`config.mk`:
```
export PLATFORM = sky130hd
export DESIGN_NAME = arm_mem_port_arbiter_flat
export DESIGN_NICKNAME = d
export VERILOG_FILES = /design/src/rtl/arm_mem_port_arbiter_if.sv /design/src/rtl/arm_mem_port_arbiter.sv /design/src/flat_wrapper.sv
export SDC_FILE = /design/constraint.sdc
export NUM_CORES = 1
export LEC_CHECK = 0
export ABC_CLOCK_PERIOD_IN_PS = 3000
export CORE_MARGIN = 4
export CORE_UTILIZATION = 42
export DETAILED_ROUTE_END_ITERATION = 8
export PLACE_DENSITY = 0.89
export REMOVE_ABC_BUFFERS = 1
export SYNTH_ARGS = -nofsm -noshare
export SYNTH_HDL_FRONTEND = slang
export SYNTH_SLANG_ARGS = --single-unit
```
`constraint.sdc`:
```
create_clock -name clk -period 3 [get_ports clk]
set_input_delay 0.45 -clock clk [delete_from_list [all_inputs] [get_ports clk]]
set_output_delay 0.45 -clock clk [all_outputs]
set_load 0.1 [all_outputs]
```
`src/rtl/arm_mem_port_arbiter_if.sv`:
```
// Bus bundle between the arbiter, the core's fetch/data requesters and the memory.
// The slave modport is the arbiter's view; master is the requester/memory side.
interface arm_mem_port_arbiter_if #(
    parameter int unsigned ADDR_W = 32,
    parameter int unsigned DATA_W = 32
);
    logic              halted;
    logic              if_req;
    logic [ADDR_W-1:0] if_addr;
    logic              if_gnt;
    logic              if_rvalid;
    logic [DATA_W-1:0] if_rdata;
    logic              d_req;
    logic              d_we;
    logic [ADDR_W-1:0] d_addr;
    logic [DATA_W-1:0] d_wdata;
    logic              d_gnt;
    logic              d_rvalid;
    logic [DATA_W-1:0] d_rdata;
    logic              mem_req;
    logic [ADDR_W-1:0] mem_addr;
    logic [DATA_W-1:0] mem_data_in;
    logic              mem_write_en;
    logic [DATA_W-1:0] mem_data_out;
    logic              busy;

    modport slave (
        input  halted, if_req, if_addr, d_req, d_we, d_addr, d_wdata, mem_data_out,
        output if_gnt, if_rvalid, if_rdata, d_gnt, d_rvalid, d_rdata,
               mem_req, mem_addr, mem_data_in, mem_write_en, busy
    );

    modport master (
        output halted, if_req, if_addr, d_req, d_we, d_addr, d_wdata, mem_data_out,
        input  if_gnt, if_rvalid, if_rdata, d_gnt, d_rvalid, d_rdata,
               mem_req, mem_addr, mem_data_in, mem_write_en, busy
    );
endinterface

```
`src/rtl/arm_mem_port_arbiter.sv`:
```
// Shares one memory port between instruction fetch and data access, one transaction
// at a time, round-robin on contention; fetch is locked out while the core is halted.
module arm_mem_port_arbiter #(
    parameter int unsigned ADDR_W      = 32,
    parameter int unsigned DATA_W      = 32,
    parameter int unsigned MEM_LATENCY = 1
) (
    input  logic                  clk,
    input  logic                  rst,
    arm_mem_port_arbiter_if.slave bus
);
    localparam int unsigned CNT_W = (MEM_LATENCY > 1) ? $clog2(MEM_LATENCY) : 1;

    typedef enum logic [1:0] {S_IDLE, S_XFER, S_WAIT, S_RESP} state_t;
    typedef enum logic {PORT_IF, PORT_D} port_t;

    state_t            state;
    port_t             last_served;
    port_t             owner;
    logic              lat_we;
    logic [CNT_W-1:0]  cnt;

    logic              if_el;
    logic              d_el;
    logic              pick_d;
    logic [ADDR_W-1:0] addr_sel;
    logic [DATA_W-1:0] wdata_sel;

    always_comb begin
        if_el     = bus.if_req & ~bus.halted;
        d_el      = bus.d_req;
        pick_d    = d_el & (~if_el | (last_served == PORT_IF));
        addr_sel  = pick_d ? bus.d_addr : bus.if_addr;
        wdata_sel = pick_d ? bus.d_wdata : '0;
    end

    // WAIT always lasts MEM_LATENCY cycles; data is captured on its final edge.
    always_ff @(posedge clk) begin
        if (!rst) begin
            state            <= S_IDLE;
            last_served      <= PORT_IF;
            owner            <= PORT_IF;
            lat_we           <= 1'b0;
            cnt              <= '0;
            bus.if_gnt       <= 1'b0;
            bus.if_rvalid    <= 1'b0;
            bus.if_rdata     <= '0;
            bus.d_gnt        <= 1'b0;
            bus.d_rvalid     <= 1'b0;
            bus.d_rdata      <= '0;
            bus.mem_req      <= 1'b0;
            bus.mem_addr     <= '0;
            bus.mem_data_in  <= '0;
            bus.mem_write_en <= 1'b0;
            bus.busy         <= 1'b0;
        end else begin
            bus.if_gnt       <= 1'b0;
            bus.d_gnt        <= 1'b0;
            bus.if_rvalid    <= 1'b0;
            bus.d_rvalid     <= 1'b0;
            bus.mem_req      <= 1'b0;
            bus.mem_write_en <= 1'b0;
            case (state)
                S_IDLE: begin
                    if (if_el | d_el) begin
                        owner            <= pick_d ? PORT_D : PORT_IF;
                        last_served      <= pick_d ? PORT_D : PORT_IF;
                        lat_we           <= pick_d & bus.d_we;
                        bus.mem_addr     <= addr_sel;
                        bus.mem_data_in  <= wdata_sel;
                        bus.mem_write_en <= pick_d & bus.d_we;
                        bus.mem_req      <= 1'b1;
                        bus.if_gnt       <= ~pick_d;
                        bus.d_gnt        <= pick_d;
                        bus.busy         <= 1'b1;
                        state            <= S_XFER;
                    end
                end
                S_XFER: begin
                    cnt   <= CNT_W'(MEM_LATENCY - 1);
                    state <= S_WAIT;
                end
                S_WAIT: begin
                    if (cnt == '0) begin
                        if (owner == PORT_IF) begin
                            bus.if_rdata  <= bus.mem_data_out;
                            bus.if_rvalid <= 1'b1;
                        end else begin
                            bus.d_rdata  <= lat_we ? '0 : bus.mem_data_out;
                            bus.d_rvalid <= 1'b1;
                        end
                        state <= S_RESP;
                    end else begin
                        cnt <= cnt - 1'b1;
                    end
                end
                S_RESP: begin
                    bus.busy <= 1'b0;
                    state    <= S_IDLE;
                end
                default: state <= S_IDLE;
            endcase
        end
    end
endmodule

```
`src/flat_wrapper.sv`:
```
// flat-port wrapper written by rule: the top's interface ports become plain ports
module arm_mem_port_arbiter_flat 
#(
    parameter int unsigned ADDR_W      = 32,
    parameter int unsigned DATA_W      = 32,
    parameter int unsigned MEM_LATENCY = 1
)
  (clk, rst, bus_halted, bus_if_req, bus_if_addr, bus_d_req, bus_d_we, bus_d_addr, bus_d_wdata, bus_mem_data_out, bus_if_gnt, bus_if_rvalid, bus_if_rdata, bus_d_gnt, bus_d_rvalid, bus_d_rdata, bus_mem_req, bus_mem_addr, bus_mem_data_in, bus_mem_write_en, bus_busy);
  arm_mem_port_arbiter_if #(.ADDR_W(ADDR_W), .DATA_W(DATA_W)) bus_i ();
  input  logic clk;
  input  logic rst;
  input wire logic [$bits(bus_i.halted)-1:0] bus_halted;
  input wire logic [$bits(bus_i.if_req)-1:0] bus_if_req;
  input wire logic [$bits(bus_i.if_addr)-1:0] bus_if_addr;
  input wire logic [$bits(bus_i.d_req)-1:0] bus_d_req;
  input wire logic [$bits(bus_i.d_we)-1:0] bus_d_we;
  input wire logic [$bits(bus_i.d_addr)-1:0] bus_d_addr;
  input wire logic [$bits(bus_i.d_wdata)-1:0] bus_d_wdata;
  input wire logic [$bits(bus_i.mem_data_out)-1:0] bus_mem_data_out;
  output wire logic [$bits(bus_i.if_gnt)-1:0] bus_if_gnt;
  output wire logic [$bits(bus_i.if_rvalid)-1:0] bus_if_rvalid;
  output wire logic [$bits(bus_i.if_rdata)-1:0] bus_if_rdata;
  output wire logic [$bits(bus_i.d_gnt)-1:0] bus_d_gnt;
  output wire logic [$bits(bus_i.d_rvalid)-1:0] bus_d_rvalid;
  output wire logic [$bits(bus_i.d_rdata)-1:0] bus_d_rdata;
  output wire logic [$bits(bus_i.mem_req)-1:0] bus_mem_req;
  output wire logic [$bits(bus_i.mem_addr)-1:0] bus_mem_addr;
  output wire logic [$bits(bus_i.mem_data_in)-1:0] bus_mem_data_in;
  output wire logic [$bits(bus_i.mem_write_en)-1:0] bus_mem_write_en;
  output wire logic [$bits(bus_i.busy)-1:0] bus_busy;
  assign bus_i.halted = bus_halted;
  assign bus_i.if_req = bus_if_req;
  assign bus_i.if_addr = bus_if_addr;
  assign bus_i.d_req = bus_d_req;
  assign bus_i.d_we = bus_d_we;
  assign bus_i.d_addr = bus_d_addr;
  assign bus_i.d_wdata = bus_d_wdata;
  assign bus_i.mem_data_out = bus_mem_data_out;
  assign bus_if_gnt = bus_i.if_gnt;
  assign bus_if_rvalid = bus_i.if_rvalid;
  assign bus_if_rdata = bus_i.if_rdata;
  assign bus_d_gnt = bus_i.d_gnt;
  assign bus_d_rvalid = bus_i.d_rvalid;
  assign bus_d_rdata = bus_i.d_rdata;
  assign bus_mem_req = bus_i.mem_req;
  assign bus_mem_addr = bus_i.mem_addr;
  assign bus_mem_data_in = bus_i.mem_data_in;
  assign bus_mem_write_en = bus_i.mem_write_en;
  assign bus_busy = bus_i.busy;
  arm_mem_port_arbiter #(.ADDR_W(ADDR_W), .DATA_W(DATA_W), .MEM_LATENCY(MEM_LATENCY)) u_core (.clk(clk), .rst(rst), .bus(bus_i));
endmodule
```
* Word level (Yosys, flattened, before mapping)
Index checks and enable logic that the tools add are counted.
** Storage, ports and cells
- Bits in read-only memories :: 0
- Flip-flop bits (word level) :: 140
- Logic and storage cells :: 58
- Latch bits :: 0
- Bits of input ports :: 134
- Bits in writable memories :: 0
- Output and inout port bits :: 135
- Memories :: 0
** Operators by class
- Shift operators :: 0
- Multiplexer cells :: 14
- Multiply operators :: 0
- Add/subtract/negate cells :: 1
- Order comparisons :: 0
- Reduce and logical (&&, ||, !) cells :: 11
- Div/mod/pow operators :: 0
- Equality and inequality tests :: 5
- Bitwise gates (word level) :: 12
** Operators with widths (count)
- $mux W32 :: 3
- $reduce_and A3 Y1 :: 3
- $pmux W2 S4 :: 1
- $reduce_and A2 Y1 :: 4
- $not A1 Y1 :: 7
- $mux W1 :: 6
- $eq A2 B2 Y1 const B :: 2
- $mux W2 :: 2
- $pmux W1 S2 :: 2
- $reduce_bool A2 Y1 :: 2
- $and A1 B1 Y1 :: 3
- $reduce_or A3 Y1 :: 1
- $eq A2 B1 Y1 const B :: 1
- $logic_not A2 Y1 :: 1
- $ne A2 B1 Y1 const B :: 1
- $ne A2 B2 Y1 const B :: 1
- $or A1 B1 Y1 :: 2
- $sub A1 B1 Y1 const B :: 1

* Depth between registers and ports, before layout
Gate-level depths: netlist of run 1.
- Word-level depth :: 6
- Mapped depth :: 7
- Mapped depth without buffers :: 6

* Worst setup path after synthesis of run 1
OpenSTA, ideal clock, no wires.
- Path type :: reg2reg
- Start :: register u_core.state[0]
- End :: register u_core.bus.d_rdata[10]
- Data required time :: 2.882 ns
- Buffers on the path :: 2
- Setup time :: 0.118 ns
- Setup slack :: 1.531 ns
- Arrival time :: 1.351 ns
- Cell stages (with the launch flop) :: 8
- Clock period less this slack :: 1.469 ns
- Path through :: dfxtp_1 > inv_1 > ha_1 > and3_1 > nor2b_4 > buf_6 > buf_6 > a22o_1
** On the way
- Word-level cells in the longest chain between the ends :: 2
** RTL lines
- start, declared :: line arm_mem_port_arbiter.sv:17 : state_t state;
- start signal, assigned :: line arm_mem_port_arbiter.sv:40 : state <= S_IDLE;
- start signal, assigned :: line arm_mem_port_arbiter.sv:76 : state <= S_XFER;
- start signal, assigned :: line arm_mem_port_arbiter.sv:81 : state <= S_WAIT;
- $eq A2 B2 Y1 :: line arm_mem_port_arbiter.sv:63 : case (state)
- $reduce_and A3 Y1 (no line)
- end signal, assigned :: line arm_mem_port_arbiter.sv:89 : bus.d_rdata <= lat_we ? '0 : bus.mem_data_out;
- end, declared :: line arm_mem_port_arbiter_if.sv:29 : output if_gnt, if_rvalid, if_rdata, d_gnt, d_rvalid, d_rdata,
Every way passes these cells.
A chain may end at the register's enable or synchronous reset.

* Worst setup path after layout of run 1
- Start :: register u_core.state[0]
- End :: register u_core.bus.if_rdata[2]
** On the way
- Word-level cells in the longest chain between the ends :: 2
** RTL lines
- $eq A2 B2 Y1 :: line arm_mem_port_arbiter.sv:63
- $reduce_and A3 Y1 (no line)
- end signal, assigned :: line arm_mem_port_arbiter.sv:86 : bus.if_rdata <= bus.mem_data_out;
- end, declared :: line arm_mem_port_arbiter_if.sv:29
Every way passes these cells.

==> metrics.csv, run 1 <==
stage,metric,value,unit
status,status,"finished, final reports clean",
grt,largest net degree at the start of global routing,54,
sta,Max Fclk,499,MHz
synth,Synthesis Warnings,0,
sta,Slew headroom,29.8,%
floorplanning,die extent in x,117,um
worst_setup_path,"Data arrival, critical path",2.33,ns
synth,area share of and/or/nand/nor cells after synthesis,12.6,%
routing,Final ANT Viol Nets,0,
floorplanning,core area,0.0116,sq mm
floorplanning,IO Pins,269,
routing,DRC viols,0,
synth,adder-cell share of the synthesized area,0.997,%
sta,skew final,0.00397,ns
pwr,worst vdd ir,837,uV
finish,Util after Layout,69.1,%
worst_setup_path,"setup slack, reg-to-reg",0.99,ns
synth,complex-gate fraction of the synthesized area,24.8,%
clock_network,H-tree Lvls,4,
sta,Least-Margin Pin Slew,1.05,ns
finish,share of cells above drive strength 1,24.1,%
clock_network,post-CTS resize count,0,
grt,gr usage total,22.5,%
sta,fin crit period,2.01,ns
clock_network,root buf cell,clkbuf_16,
placed_design,DP Area,0.00736,sq mm
synth,post-synthesis register bit count,139,
worst_setup_path,Worst setup EP type,register,
sta,Hold WS,0.453,ns
worst_setup_path,CP Class,register to register,
placed_design,GP Congestion,0.824,
synth,"EDFF count, synth",0,
clock_network,clk_lat worst skew,0.41,ns
floorplanning,Die H,117,um
routing,First DRT Iteration DRCs,384,
finish,Layout area overhead,59.1,%
floorplanning,die area,0.0138,sq mm
sta,Tcrit/Tclk final,66.8,%
worst_setup_path,Worst Path Max Fanout,32,
synth,Synth area leader,dfxtp_1,
grt,global-route wire length before repair,25.3,mm
placed_design,cell total after placement,920,
floorplanning,initial core utilization,43.4,%
pwr,Static Leak,3.40,nW
placed_design,pre-CTS setup slack,0.735,ns
synth,Area contributors post-synth,"dfxtp_1 (55%), a21oi_1 (8.6%), nand2_1 (7.3%)",
sta,setup ws final,0.995,ns
routing,Pre-Repair DR Iteration Count,5,
synth,XOR/XNOR share of the synthesized area,0,%
synth,Main synth FF type,dfxtp_1,
synth,register area share after synthesis,55.4,%
pwr,PwrDens,1060,mW/mm^2
grt,number of global-route vias before repair,4963,
sta,total negative slack,0,ns
clock_network,number of clock sinks,139,
finish,FILL cells,851,
clock_network,Worst-path clk slew,0.06,ns
synth,post-synthesis cell area,0.00502,sq mm
finish,# nets final,934,
placed_design,PortBufs,268,
pwr,Final Power,8.50,mW
synth,Post-synth top cells,"dfxtp_1 (139), nand2_1 (98), a21oi_1 (86)",
synth,"count leader, synth",dfxtp_1,
finish,Post-Layout Cell Count,952,
sta,unrepaired setup endpoints after global routing,false,
clock_network,cts bufs inserted,17,
clock_network,TritonCTS clock tree,done,
sta,final hold violations,0,
worst_setup_path,crit path launch type,register,
clock_network,CTS Hold Buffers Added,0,
routing,routed via count,5027,
synth,Post-Syn Area per Cell,9.21,sq um
synth,largest family of logic cells by synthesized area,compound AO/OA/AOI/OAI gates,
synth,multiplexer share of the synthesized area,0.199,%
worst_setup_path,CP required,3.32,ns
finish,Post-Layout Inst Area,0.00799,sq mm
routing,Via density,5.28,
grt,total gr overflow,0,
sta,setup violators final,0,
placed_design,dpl hpwl,11.7,mm
clock_network,Post-CTS Setup Inserts,0,
finish,ANT cells,0,
sta,max-slew violations,0,
clock_network,Bufs on Longest Clock Path,2,
flow_run,max-cap check violation count,0,
synth,Mapped Cells,545,
routing,Post-Route WL,16.1,mm
worst_hold_path,Worst Hold Class,register to register,
floorplanning,Rows,39,
synth,Synth async-reset ratio,0,%
synth,Yosys top cell area share,55.4,%
routing,drt wl/cell,16.9,um
synth,unique cell type count in the Yosys netlist,33,
grt,initial antenna violation count,0,
## area by class of cell
class	count	area (sq um)	share of cell area [%]
sequential	139	2780	34.8
timing repair buffer	278	2430	30.5
multi-input combinational	355	1950	24.4
clock buffer	17	425	5.33
clock inverter	15	199	2.49
tap	143	179	2.24
inverter	5	18.8	0.235
## kinds of logic (layout without fill, tap and decap cells)
| group | after synthesis | after routing |
|---|---|---|
| buf+inv | 51 | 315 |
| mux | 1 | 1 |
| compound gates | 197 | 197 |
| flops | 139 | 139 |
| simple gates | 153 | 153 |
| fa+ha+maj | 4 | 4 |
## sequential cells by signal, indices dropped and copies added, names as in the netlist, 2 cells and up
register,count
u_core.bus.if_rdata,32
u_core.bus.mem_data_in,32
u_core.state,2
u_core.bus.mem_addr,32
u_core.bus.d_rdata,32
## layout by cell type, fill, tap and decap left out, types with 5 or more instances in the layout
master	count
buf_4	144
nor2_1	41
clkbuf_16	17
o21ai_0	31
clkdlybuf4s50_1	133
a22oi_1	32
nand2_1	98
clkinvlp_4	5
a22o_1	32
a21oi_2	10
dfxtp_1	139
a21oi_1	86
## final timing paths
check	startpoint	end	depth (start not counted)
max	u_core.state[0]	u_core.bus.if_rdata[2]	5
min	u_core.bus.if_rdata[25]	u_core.bus.if_rdata[25]	2
max reg2reg	u_core.state[0]	u_core.bus.if_rdata[2]	5
min reg2reg	u_core.bus.if_rdata[25]	u_core.bus.if_rdata[25]	2
## critical path, stage by stage (launching register included)
cell and delay, ns:
dfxtp_1 0.33, inv_1 0.10, ha_1 0.25, and2b_1 0.85, nand2_1 0.15, a21oi_1 0.22
## report_power, final
group          leakage [nW]  internal, mW  switching [mW]
combinational          1.97         0.867            3.07
clock                 0.291          1.39           0.802
sequential             1.13          2.18           0.194
## metal layers
| layer | vias to the layer above | share of wire [%] | GRT usage [%] | wire, um |
|---|---|---|---|---|
| li1 | 2386 | - | - | - |
| met4 | 0 | 2.4 | 9.46 | 388 |
| met1 | 2359 | 40 | 25.3 | 6450 |
| met5 | - | 0 | 0 | 0 |
| met3 | 33 | 7.5 | 6.54 | 1220 |
| met2 | 249 | 50 | 39.8 | 8070 |
(Power assumes the default switching activity.)
==> run 2: changes to the inputs <==
- ABC_CLOCK_PERIOD_IN_PS: 3000 -> 1900
- CORE_UTILIZATION: 42 -> 39
- PLACE_DENSITY: 0.89 -> 0.84
- clock period: 3 -> 1.9 ns (I/O delays scaled with it)
==> run 2 against run 1 <==
Net effect: total power is 59% higher; clock skew rose by 0.0028 ns; count of clock-buffer cells in the layout is 3 higher; via count is 0.26% lower.
==> metrics.csv, run 2 (synthesized netlist as in run 1, its figures left out) <==
stage,metric,value,unit,change
worst_setup_path,CP Class,register to register,,unchanged
grt,gr usage total,21.5,%,was 22.5%
grt,number of global-route vias before repair,4931,,"was 4,963"
floorplanning,initial core utilization,39.8,%,was 43.4%
finish,# nets final,940,,was 934
grt,initial antenna violation count,0,,unchanged
sta,Max Fclk,589,MHz,was 499 MHz
routing,DRC viols,0,,unchanged
worst_setup_path,CP required,2.25,ns,was 3.32 ns
placed_design,GP Congestion,0.841,,was 0.824
sta,final hold violations,0,,unchanged
worst_setup_path,crit path launch type,register,,unchanged
pwr,Final Power,13.5,mW,was 8.50 mW
clock_network,H-tree Lvls,4,,unchanged
floorplanning,IO Pins,269,,unchanged
finish,most frequent cells in the layout,"buf_4 (144), dfxtp_1 (139), clkdlybuf4s50_1 (133)",,unchanged
routing,Final ANT Viol Nets,0,,unchanged
finish,"most common cell after layout, fill and taps aside",buf_4,,unchanged
pwr,PwrDens,1660,mW/mm^2,was 1060 mW/mm^2
clock_network,CTS Hold Buffers Added,0,,unchanged
clock_network,cts bufs inserted,17,,unchanged
floorplanning,die extent in x,121,um,was 117 um
grt,largest net degree at the start of global routing,44,,was 54
sta,setup violators final,0,,unchanged
worst_setup_path,Top delay family on crit path,simple AND/OR/NAND/NOR gates,,unchanged
worst_setup_path,Worst setup EP type,register,,unchanged
sta,fin crit period,1.70,ns,was 2.01 ns
floorplanning,die area,0.0148,sq mm,was 0.0138 sq mm
clock_network,TritonCTS clock tree,done,,unchanged
worst_setup_path,Worst Path Max Fanout,16,,was 32
sta,Tcrit/Tclk final,89.4,%,was 66.8%
grt,global-route wire length before repair,24.9,mm,was 25.3 mm
floorplanning,Rows,41,,was 39
pwr,internal power,7.07,mW,was 4.44 mW
routing,Via density,5.08,,was 5.28
worst_setup_path,"Cell Chain, Critical Path",inv_1 > ha_2 > and3_1 > nor2b_4 > a22o_1,,was inv_1 > ha_1 > and2b_1 > nand2_1 > a21oi_1
flow_run,max-cap check violation count,0,,unchanged
finish,ANT cells,0,,unchanged
sta,unrepaired setup endpoints after global routing,false,,unchanged
pwr,Static Leak,3.46,nW,was 3.40 nW
sta,Slew headroom,67.8,%,was 29.8%
finish,share of cells above drive strength 1,24.8,%,was 24.1%
pwr,worst vdd ir,952,uV,was 837 uV
routing,routed via count,5014,,"was 5,027"
pwr,clock power share,24.9,%,was 25.8%
placed_design,PortBufs,268,,unchanged
finish,Util after Layout,64.4,%,was 69.1%
grt,total gr overflow,0,,unchanged
clock_network,root buf cell,clkbuf_16,,unchanged
worst_setup_path,"Data arrival, critical path",2.05,ns,was 2.33 ns
worst_setup_path,CP max stage cell,nor2b_4,,was and2b_1
worst_setup_path,max incr delay on CP,0.48,ns,was 0.85 ns
worst_setup_path,Buf/Inv on CP,1,,unchanged
pwr,sw frac,47.6,%,was 47.8%
clock_network,clk_lat worst skew,0.41,ns,about the same
sta,skew final,0.00681,ns,was 0.00397 ns
routing,drt wl/cell,16.9,um,about the same
clock_network,number of clock sinks,139,,unchanged
routing,First DRT Iteration DRCs,334,,was 384
pwr,Net Sw Power,6.42,mW,was 4.07 mW
floorplanning,Die H,121,um,was 117 um
routing,Pre-Repair DR Iteration Count,5,,unchanged
routing,Post-Route WL,16.6,mm,was 16.1 mm
sta,Least-Margin Pin Slew,0.481,ns,was 1.05 ns
floorplanning,core area,0.0126,sq mm,was 0.0116 sq mm
clock_network,Post-CTS Setup Inserts,0,,unchanged
pwr,sequential power share,27.8,%,was 27.9%
worst_hold_path,Worst Hold Class,input pin to register,,was register to register
placed_design,dpl hpwl,12.2,mm,was 11.7 mm
pwr,Gate power share,47.3,%,was 46.3%
sta,max-slew violations,0,,unchanged
status,status,"finished, final reports clean",,unchanged
finish,Layout area overhead,61.9,%,was 59.1%
clock_network,Worst-path clk slew,0.06,ns,about the same
clock_network,Bufs on Longest Clock Path,2,,unchanged
-- run 2: worst reg2reg max path: stages (launching register included) --
cell and delay (ns):
dfxtp_1 0.32, inv_1 0.11, ha_2 0.23, and3_1 0.27
nor2b_4 0.48, a22o_1 0.22
-- run 2: through the flow --
step	area [sq um]	std cells	setup slack, ns	hold slack, ns	TNS [ns]
floorplan	4740	499	-1.44	0.411	-85.52
global route	8130	987	0.109	0.411	0
detailed placement	7500	954	-0.142	0.449	-4.05
global placement	7500	954	-0.0436	0.444	-1.19
CTS	8110	986	0.0309	0.400	0
finish	8130	987	0.202	0.419	0
-- run 2: cell type report --
| class | count | area, sq um |
|---|---|---|
| Clock buffer | 20 | 467 |
| Clock inverter | 12 | 144 |
| Fill cell | 1032 | 4490 |
| Inverter | 5 | 18.8 |
| Multi-Input combinational cell | 356 | 1970 |
| Sequential cell | 139 | 2780 |
| Tap cell | 172 | 215 |
| Timing Repair Buffer | 283 | 2530 |
-- run 2: per-layer routing --
layer | GRT usage (%) | vias up | share of wire, %
met5 | 0 | - | 0
li1 | - | 2407 | -
met2 | 37.1 | 240 | 51
met3 | 6.71 | 27 | 8.7
met4 | 8.40 | 0 | 2.0
met1 | 24.7 | 2340 | 39
-- run 2: path summary, 6_finish.rpt --
kind              slack (ns)                 endpoint  depth (start not counted)              startpoint
setup / recovery        0.20    u_core.bus.d_rdata[8]                          5         u_core.state[0]
hold / removal          0.42  u_core.bus.mem_addr[17]                          3         bus_if_addr[17]
setup reg to reg        0.20    u_core.bus.d_rdata[8]                          5         u_core.state[0]
hold reg to reg         0.45   u_core.bus.if_rdata[4]                          2  u_core.bus.if_rdata[4]
-- run 2: power groups by stage --
stage / registers, mW / logic (mW) / clock network [mW]
6_report: 3.75 / 6.37 / 3.36
5_1_grt: 3.81 / 6.64 / 3.56
4_1_cts: 3.74 / 6.40 / 3.42
3_5_place_dp: 3.79 / 6.38 / 0
3_3_place_gp: 3.76 / 6.27 / 0
2_1_floorplan: 7.28 / 1.17 / 0
-- run 2: what timing repair did --
action / CTS / global route
resized for setup: 1 / 1
gates cloned: 0 / 1
setup endpoints to repair: 1 / 32
pin swaps: 1 / 0
